**config.mk**
```make
export PLATFORM = sky130hd
export DESIGN_NAME = btn_sw_conditioner
export DESIGN_NICKNAME = d
export VERILOG_FILES = /design/src/rtl/btn_sw_conditioner.sv
export SDC_FILE = /design/constraint.sdc
export NUM_CORES = 1
export LEC_CHECK = 0
export CAP_MARGIN = 25
export CORE_MARGIN = 5
export CORE_UTILIZATION = 60
export DETAILED_ROUTE_END_ITERATION = 10
export PLACE_DENSITY = 0.89
export SLEW_MARGIN = 25
export SYNTH_ARGS = -nofsm -noshare
export SYNTH_HDL_FRONTEND = slang
export SYNTH_SLANG_ARGS = --single-unit
```
**constraint.sdc**
```tcl
create_clock -name clk -period 3.5 [get_ports clk]
set_clock_uncertainty 0.1 [all_clocks]
set_input_delay 0.35 -clock clk [delete_from_list [all_inputs] [get_ports clk]]
set_output_delay 0.35 -clock clk [all_outputs]
set_load 0.01 [all_outputs]
```
**src/rtl/btn_sw_conditioner.sv**
```systemverilog
// Button/switch conditioner: 2-flop sync, per-bit debounce,
// registered levels plus press/release/change pulses.
module btn_sw_conditioner #(
  parameter int NUM_BTN   = 5,
  parameter int NUM_SW    = 8,
  parameter int DB_CYCLES = 500000,
  parameter int CNT_W     = 24
) (
  input  logic               clk,
  input  logic               rst,
  input  logic [NUM_BTN-1:0] btn_raw,
  input  logic [NUM_SW-1:0]  sw_raw,
  output logic [NUM_BTN-1:0] btn_level,
  output logic [NUM_BTN-1:0] btn_press,
  output logic [NUM_BTN-1:0] btn_release,
  output logic [NUM_SW-1:0]  sw_level,
  output logic               sw_change,
  output logic [NUM_SW-1:0]  sw_change_mask
);

  localparam int N = NUM_BTN + NUM_SW;
  localparam logic [CNT_W-1:0] CNT_MAX = CNT_W'(DB_CYCLES - 1);

  logic [N-1:0] raw;
  logic [N-1:0] s1_q, s1_d;
  logic [N-1:0] s2_q, s2_d;
  logic [N-1:0] stable_q, stable_d;
  logic [N-1:0] acc;
  logic [CNT_W-1:0] cnt_q [N];
  logic [CNT_W-1:0] cnt_d [N];

  logic [NUM_BTN-1:0] press_q, press_d;
  logic [NUM_BTN-1:0] release_q, release_d;
  logic               change_q, change_d;
  logic [NUM_SW-1:0]  mask_q, mask_d;

  assign raw = {sw_raw, btn_raw};

  always_comb begin
    s1_d     = raw;
    s2_d     = s1_q;
    stable_d = stable_q;
    acc      = '0;
    for (int i = 0; i < N; i++) begin
      cnt_d[i] = '0;
      // any mismatch-free cycle drops accumulated credit
      if (s2_q[i] != stable_q[i]) begin
        if (cnt_q[i] == CNT_MAX) begin
          acc[i]      = 1'b1;
          stable_d[i] = s2_q[i];
        end else begin
          cnt_d[i] = cnt_q[i] + 1'b1;
        end
      end
    end
    press_d   = acc[NUM_BTN-1:0] & s2_q[NUM_BTN-1:0];
    release_d = acc[NUM_BTN-1:0] & ~s2_q[NUM_BTN-1:0];
    mask_d    = acc[N-1:NUM_BTN];
    change_d  = |mask_d;
  end

  always_ff @(posedge clk) begin
    if (rst) begin
      s1_q      <= '0;
      s2_q      <= '0;
      stable_q  <= '0;
      cnt_q     <= '{default: '0};
      press_q   <= '0;
      release_q <= '0;
      change_q  <= 1'b0;
      mask_q    <= '0;
    end else begin
      s1_q      <= s1_d;
      s2_q      <= s2_d;
      stable_q  <= stable_d;
      cnt_q     <= cnt_d;
      press_q   <= press_d;
      release_q <= release_d;
      change_q  <= change_d;
      mask_q    <= mask_d;
    end
  end

  assign btn_level      = stable_q[NUM_BTN-1:0];
  assign sw_level       = stable_q[N-1:NUM_BTN];
  assign btn_press      = press_q;
  assign btn_release    = release_q;
  assign sw_change      = change_q;
  assign sw_change_mask = mask_q;

endmodule

```
Yosys cells after proc, flatten, opt, wreduce, memory -nomap -nowiden
Index checks and enable logic that the tools add are counted. W data, S select, Z words.

Bits in registers: 370. Output and inout bits: 32. Bits of input ports: 15.

Reduce and logical (&&, ||, !) cells: 27. Equal/unequal tests: 26. Add/subtract/negate cells: 13. Muxes and demuxes: 26. Bitwise operators: 16.

Operators by type and width (number): $add A24 B1 Y24 const B (13); $eq A24 B19 Y1 const B (13); $reduce_or A3 Y1 (13); $mux W1 (26); $reduce_and A2 Y1 (13); $ne A1 B1 Y1 (13); $not A1 Y1 (13); $and A5 B5 Y5 (2); $reduce_or A8 Y1 (1); $not A5 Y5 (1).

Longest topological paths before layout
Depth after elaboration: 4. Depth in mapped cells: 9. Depth with buffers taken out: 6.

Worst setup path after synthesis
OpenSTA, ideal clock, no wires.

Kind: reg2reg. Start: register cnt_q[192] in the netlist's numbering. End: register cnt_q[205] in the netlist's numbering. Arrival time: 1.757 ns. Period minus slack after synthesis: 1.972 ns. Buffers on the path: 3. Cell stages (with the launch flop): 10. Path slack: 1.528 ns. Library setup time: 0.115 ns. Path through: dfxtp_1 ha_1 and4_1 buf_2 nand3_1 nor3_1 nand2b_1 buf_2 buf_4 nor2_1.

Word-level cells in the longest chain between the ends: 2.

RTL lines: start: declaration (line 29) `logic [CNT_W-1:0] cnt_q [N];`; start signal: assignment (line 76) `cnt_q <= cnt_d;`; parallel branches: the longest is 2 deep, another holds $add A24 B1 Y24.

Several ways; the timed one is not identified. A chain may end at the register's enable or synchronous reset.

Worst setup path in the final report
Start: register cnt_q[192] in the netlist's numbering. End: register cnt_q[204] in the netlist's numbering.

The elaborated chain is that of the path after synthesis.

==> run_summary.xml <==
<?xml version="1.0" encoding="UTF-8"?>
<metrics>
  <group name="setup_path">
    <metric name="worstSetupStartpointType" unit="">flop</metric>
    <metric name="crit_buf_inv" unit="">0</metric>
    <metric name="worst-endpoint-arrival" unit="ns">2.81</metric>
    <metric name="class_of_the_most_critical_setup_path" unit="">flop to flop</metric>
    <metric name="crit_chain" unit="">ha_1 -&gt; and4_1 -&gt; nand3_1 -&gt; nor3_1 -&gt; nand2b_1 -&gt; nor2_1</metric>
    <metric name="cp_top_family" unit="">simple AND/OR/NAND/NOR gates</metric>
    <metric name="cpPeakStageDelay" unit="ns">0.74</metric>
    <metric name="cp_slowest_cell" unit="">nand2b_1</metric>
    <metric name="critical_path_required" unit="ns">3.76</metric>
    <metric name="crit_fanout" unit="">24</metric>
    <metric name="endpoint_kind" unit="">flop</metric>
  </group>
  <group name="sta">
    <metric name="fin_tns_setup" unit="ns">0</metric>
    <metric name="hold_viol" unit="">0</metric>
    <metric name="transition_time_at_the_pin_with_the_least_slew_margin" unit="ns">1.02</metric>
    <metric name="fin_ws" unit="ns">0.947</metric>
    <metric name="min_period" unit="ns">2.55</metric>
    <metric name="hold-worst-slack" unit="ns">0.198</metric>
    <metric name="setup_viol" unit="">0</metric>
    <metric name="timing_max_transition_violations_final" unit="">0</metric>
    <metric name="fmaxAchievable" unit="MHz">392</metric>
    <metric name="rsz_0062_raised_after_global_routing" unit="">false</metric>
    <metric name="finalCritPeriodShare" unit="">0.729</metric>
    <metric name="slew_headroom" unit="">0.317</metric>
  </group>
  <group name="synth">
    <metric name="yosysTopAreaCellShare" unit="">0.470</metric>
    <metric name="dominantRegCellSynth" unit="">dfxtp_1</metric>
    <metric name="netlist_instances" unit="">1782</metric>
    <metric name="mappedNetlistNets" unit="">1810</metric>
    <metric name="synth.ff_latch_count" unit="">370</metric>
    <metric name="synthesis.area" unit="sq mm">0.0157</metric>
    <metric name="synth-seq-area-share" unit="">0.470</metric>
    <metric name="postSynthAreaPerCell" unit="sq um">8.84</metric>
    <metric name="synth_enable_flop_cells" unit="">0</metric>
    <metric name="ys.warnings.count" unit="">0</metric>
    <metric name="synth_async_sr_flop_share" unit="">0</metric>
    <metric name="post_synth_num_cell_types" unit="">47</metric>
    <metric name="synth_area_leader_cell" unit="">dfxtp_1</metric>
    <metric name="synth_top_cells_by_area" unit="">dfxtp_1 (47%), nor2_1 (9.0%), xnor2_1 (8.4%), xor2_1 (8.1%), nand3_1 (3.5%)</metric>
  </group>
  <group name="global_routing">
    <metric name="grt_antenna_before_repair" unit="">0</metric>
    <metric name="grt_util_all_layers" unit="">0.208</metric>
    <metric name="number_of_global_route_vias_before_repair" unit="">12000</metric>
    <metric name="grt_pass1_wl" unit="um">53200</metric>
    <metric name="gr-total-overflow" unit="">0</metric>
    <metric name="maximum_number_of_pins_on_one_net_before_global_route_repair" unit="">25</metric>
  </group>
  <group name="cts">
    <metric name="postCtsHoldBufs" unit="">0</metric>
    <metric name="tritoncts" unit="">done</metric>
    <metric name="insertion_delay" unit="ns">0.53</metric>
    <metric name="clockBufferDepth" unit="">3</metric>
    <metric name="clock_sinks" unit="">370</metric>
    <metric name="cts_made_buffers" unit="">39</metric>
    <metric name="post_cts_resized" unit="">0</metric>
    <metric name="worst_setup_hold_path_clk_slew" unit="ns">0.06</metric>
    <metric name="h-tree-depth" unit="">2</metric>
    <metric name="post_cts_buffers" unit="">0</metric>
    <metric name="clk_root_buffer_cell" unit="">clkbuf_16</metric>
  </group>
  <group name="power">
    <metric name="post-layout-total-power" unit="W">0.00850</metric>
    <metric name="largest_vdd_supply_drop" unit="mV">0.382</metric>
    <metric name="power.static_leakage" unit="nW">5.53</metric>
    <metric name="power_density" unit="mW/mm^2">481</metric>
  </group>
  <group name="flow_run">
    <metric name="number_of_maximum_capacitance_constraint_violations" unit="">0</metric>
  </group>
  <group name="finish">
    <metric name="insertedDiodeCount" unit="">0</metric>
    <metric name="final_nets" unit="">1842</metric>
    <metric name="fillCellCount" unit="">1935</metric>
    <metric name="utilization" unit="">0.680</metric>
    <metric name="flow.area_growth_from_synthesis" unit="%">12.2</metric>
    <metric name="drive_gt1_frac" unit="">0.0543</metric>
  </group>
  <group name="outcome">
    <metric name="outcome" unit="">finished clean</metric>
  </group>
  <group name="place">
    <metric name="gpl.final_weighted_congestion" unit="">0.852</metric>
    <metric name="port-buffer-count" unit="">46</metric>
    <metric name="dp.final_hpwl" unit="um">20600</metric>
    <metric name="dp_slack" unit="ns">0.959</metric>
  </group>
  <group name="die">
    <metric name="start_util" unit="">0.606</metric>
    <metric name="ioPinCount" unit="">47</metric>
    <metric name="floorplan.die.width" unit="um">172</metric>
    <metric name="die_area" unit="sq mm">0.0296</metric>
    <metric name="fp-row-count" unit="">59</metric>
    <metric name="chipHeight" unit="um">172</metric>
    <metric name="core_area" unit="sq mm">0.0260</metric>
  </group>
  <group name="min_path">
    <metric name="holdCritPathClass" unit="">primary input to flop</metric>
  </group>
  <group name="detailed_routing">
    <metric name="routed_wirelength" unit="um">31000</metric>
    <metric name="detailedRoute.firstPassIterationCount" unit="">5</metric>
    <metric name="postRouteAntennaNets" unit="">0</metric>
    <metric name="via_count" unit="">12200</metric>
    <metric name="drt_first_iter_violations" unit="">817</metric>
    <metric name="drc" unit="">0</metric>
    <metric name="post_drt_via_cell_ratio" unit="">5.61</metric>
    <metric name="drt-wirelength-per-cell" unit="um">14.2</metric>
  </group>
</metrics>
logic make-up (layout without fill, tap and decap cells):
logic type	Yosys count	after routing	share of synthesized area
AOI/OAI and AO/OA	12	12	0.00397
xor gates and xnor gates	296	296	0.165
and+or+nand+nor	982	982	0.316
DFF	370	370	0.470
buffers and inverters	99	159	0.0281
adders and majority gates	13	13	0.0103
muxes	10	10	0.00636
cells in the final DEF, fill, tap and decap left out, types with 4 or more instances in the layout:
cell type          n
buf_4              5
nand4_2            4
and3_1            44
inv_1             39
nor4_1            48
or3_1             13
nor4_2             5
or2_2              6
nand3_1          111
ha_1              13
nor2b_1           26
xnor2_1          151
nor2_1           377
nand2b_1           5
nor4b_1           16
dfxtp_1          370
nor3_2             5
nor4bb_1           6
clkbuf_1           5
xor2_1           145
o21ai_0            4
bufinv_16          5
or4_1              5
a21oi_1            7
mux2i_1           10
clkinv_2          12
clkbuf_16         40
nand2_1          107
and4_1            26
nor3_1            65
nand4_1           84
nor3b_1            7
clkdlybuf4s50_1   45
and2_1             7
where the power goes:
part           total (W)  leakage, nW  switching [W]  internal (W)
Combinational  0.0000866         1.90      0.0000539     0.0000327
Sequential       0.00424         2.99      0.0000122       0.00423
Clock            0.00417        0.647        0.00166       0.00251
Total            0.00850         5.53        0.00173       0.00677
routing by layer:
metal  routed length (um)  up-vias  global-route usage
met4                  757        0              0.0714
met1                13500     5813               0.252
met2                15600      236               0.375
met5                    0        -                   0
li1                     -     6092                   -
met3                 1150       71              0.0343
state kept, by name, indices dropped and copies added (netlist names):
register,cells
cnt_q,312
s1_q,13
s2_q,13
stable_q,13
sw_change_mask,8
btn_press,5
btn_release,5
sw_change,1
synthesized netlist by cell type, types with 2 or more instances:
| cell | instances |
|---|---|
| nor2_1 | 377 |
| nor3_1 | 65 |
| or3_1 | 13 |
| nand3_1 | 111 |
| nor3b_1 | 7 |
| xor2_1 | 145 |
| buf_4 | 8 |
| nor4bb_1 | 6 |
| and4_1 | 26 |
| dfxtp_1 | 370 |
| or4_4 | 2 |
| mux2i_1 | 10 |
| nor3_2 | 5 |
| nand4_2 | 4 |
| nand4_1 | 84 |
| ha_1 | 13 |
| nor4_1 | 48 |
| nor2_2 | 2 |
| inv_1 | 39 |
| nor4b_1 | 16 |
| nand2b_1 | 5 |
| nor2b_1 | 26 |
| or2_2 | 6 |
| xnor2_1 | 151 |
| or4_1 | 5 |
| a21oi_1 | 7 |
| buf_2 | 27 |
| nor4_2 | 5 |
| clkbuf_1 | 23 |
| and3_1 | 44 |
| and2_1 | 7 |
| o21ai_0 | 4 |
| nand2_1 | 107 |
path summary, 6_finish.rpt:
check / start / end / slack (ns) / depth (start not counted)
worst max-delay path: cnt_q[192] / cnt_q[204] / 0.95 / 6
worst min-delay path: rst / stable_q[4] / 0.20 / 2
worst max register to register: cnt_q[192] / cnt_q[204] / 0.95 / 6
worst min register to register: s1_q[6] / s2_q[6] / 0.34 / 1
layout make-up:
type,count,area [sq um],share of cell area
Tap cell,335,419,0.0237
Multi-Input combinational cell,1313,7900,0.447
Clock buffer,47,1050,0.0593
Sequential cell,370,7410,0.419
Timing Repair Buffer,51,493,0.0279
Clock inverter,22,259,0.0147
Inverter,39,146,0.00829
through the flow:
step	std cells	instance area, sq um
3_5_place_dp	2108	16400
3_3_place_gp	2108	16400
4_1_cts	2177	17700
2_1_floorplan	1782	15700
6_report	2177	17700
5_1_grt	2177	17700
Power figures use the tool's default switching activity.
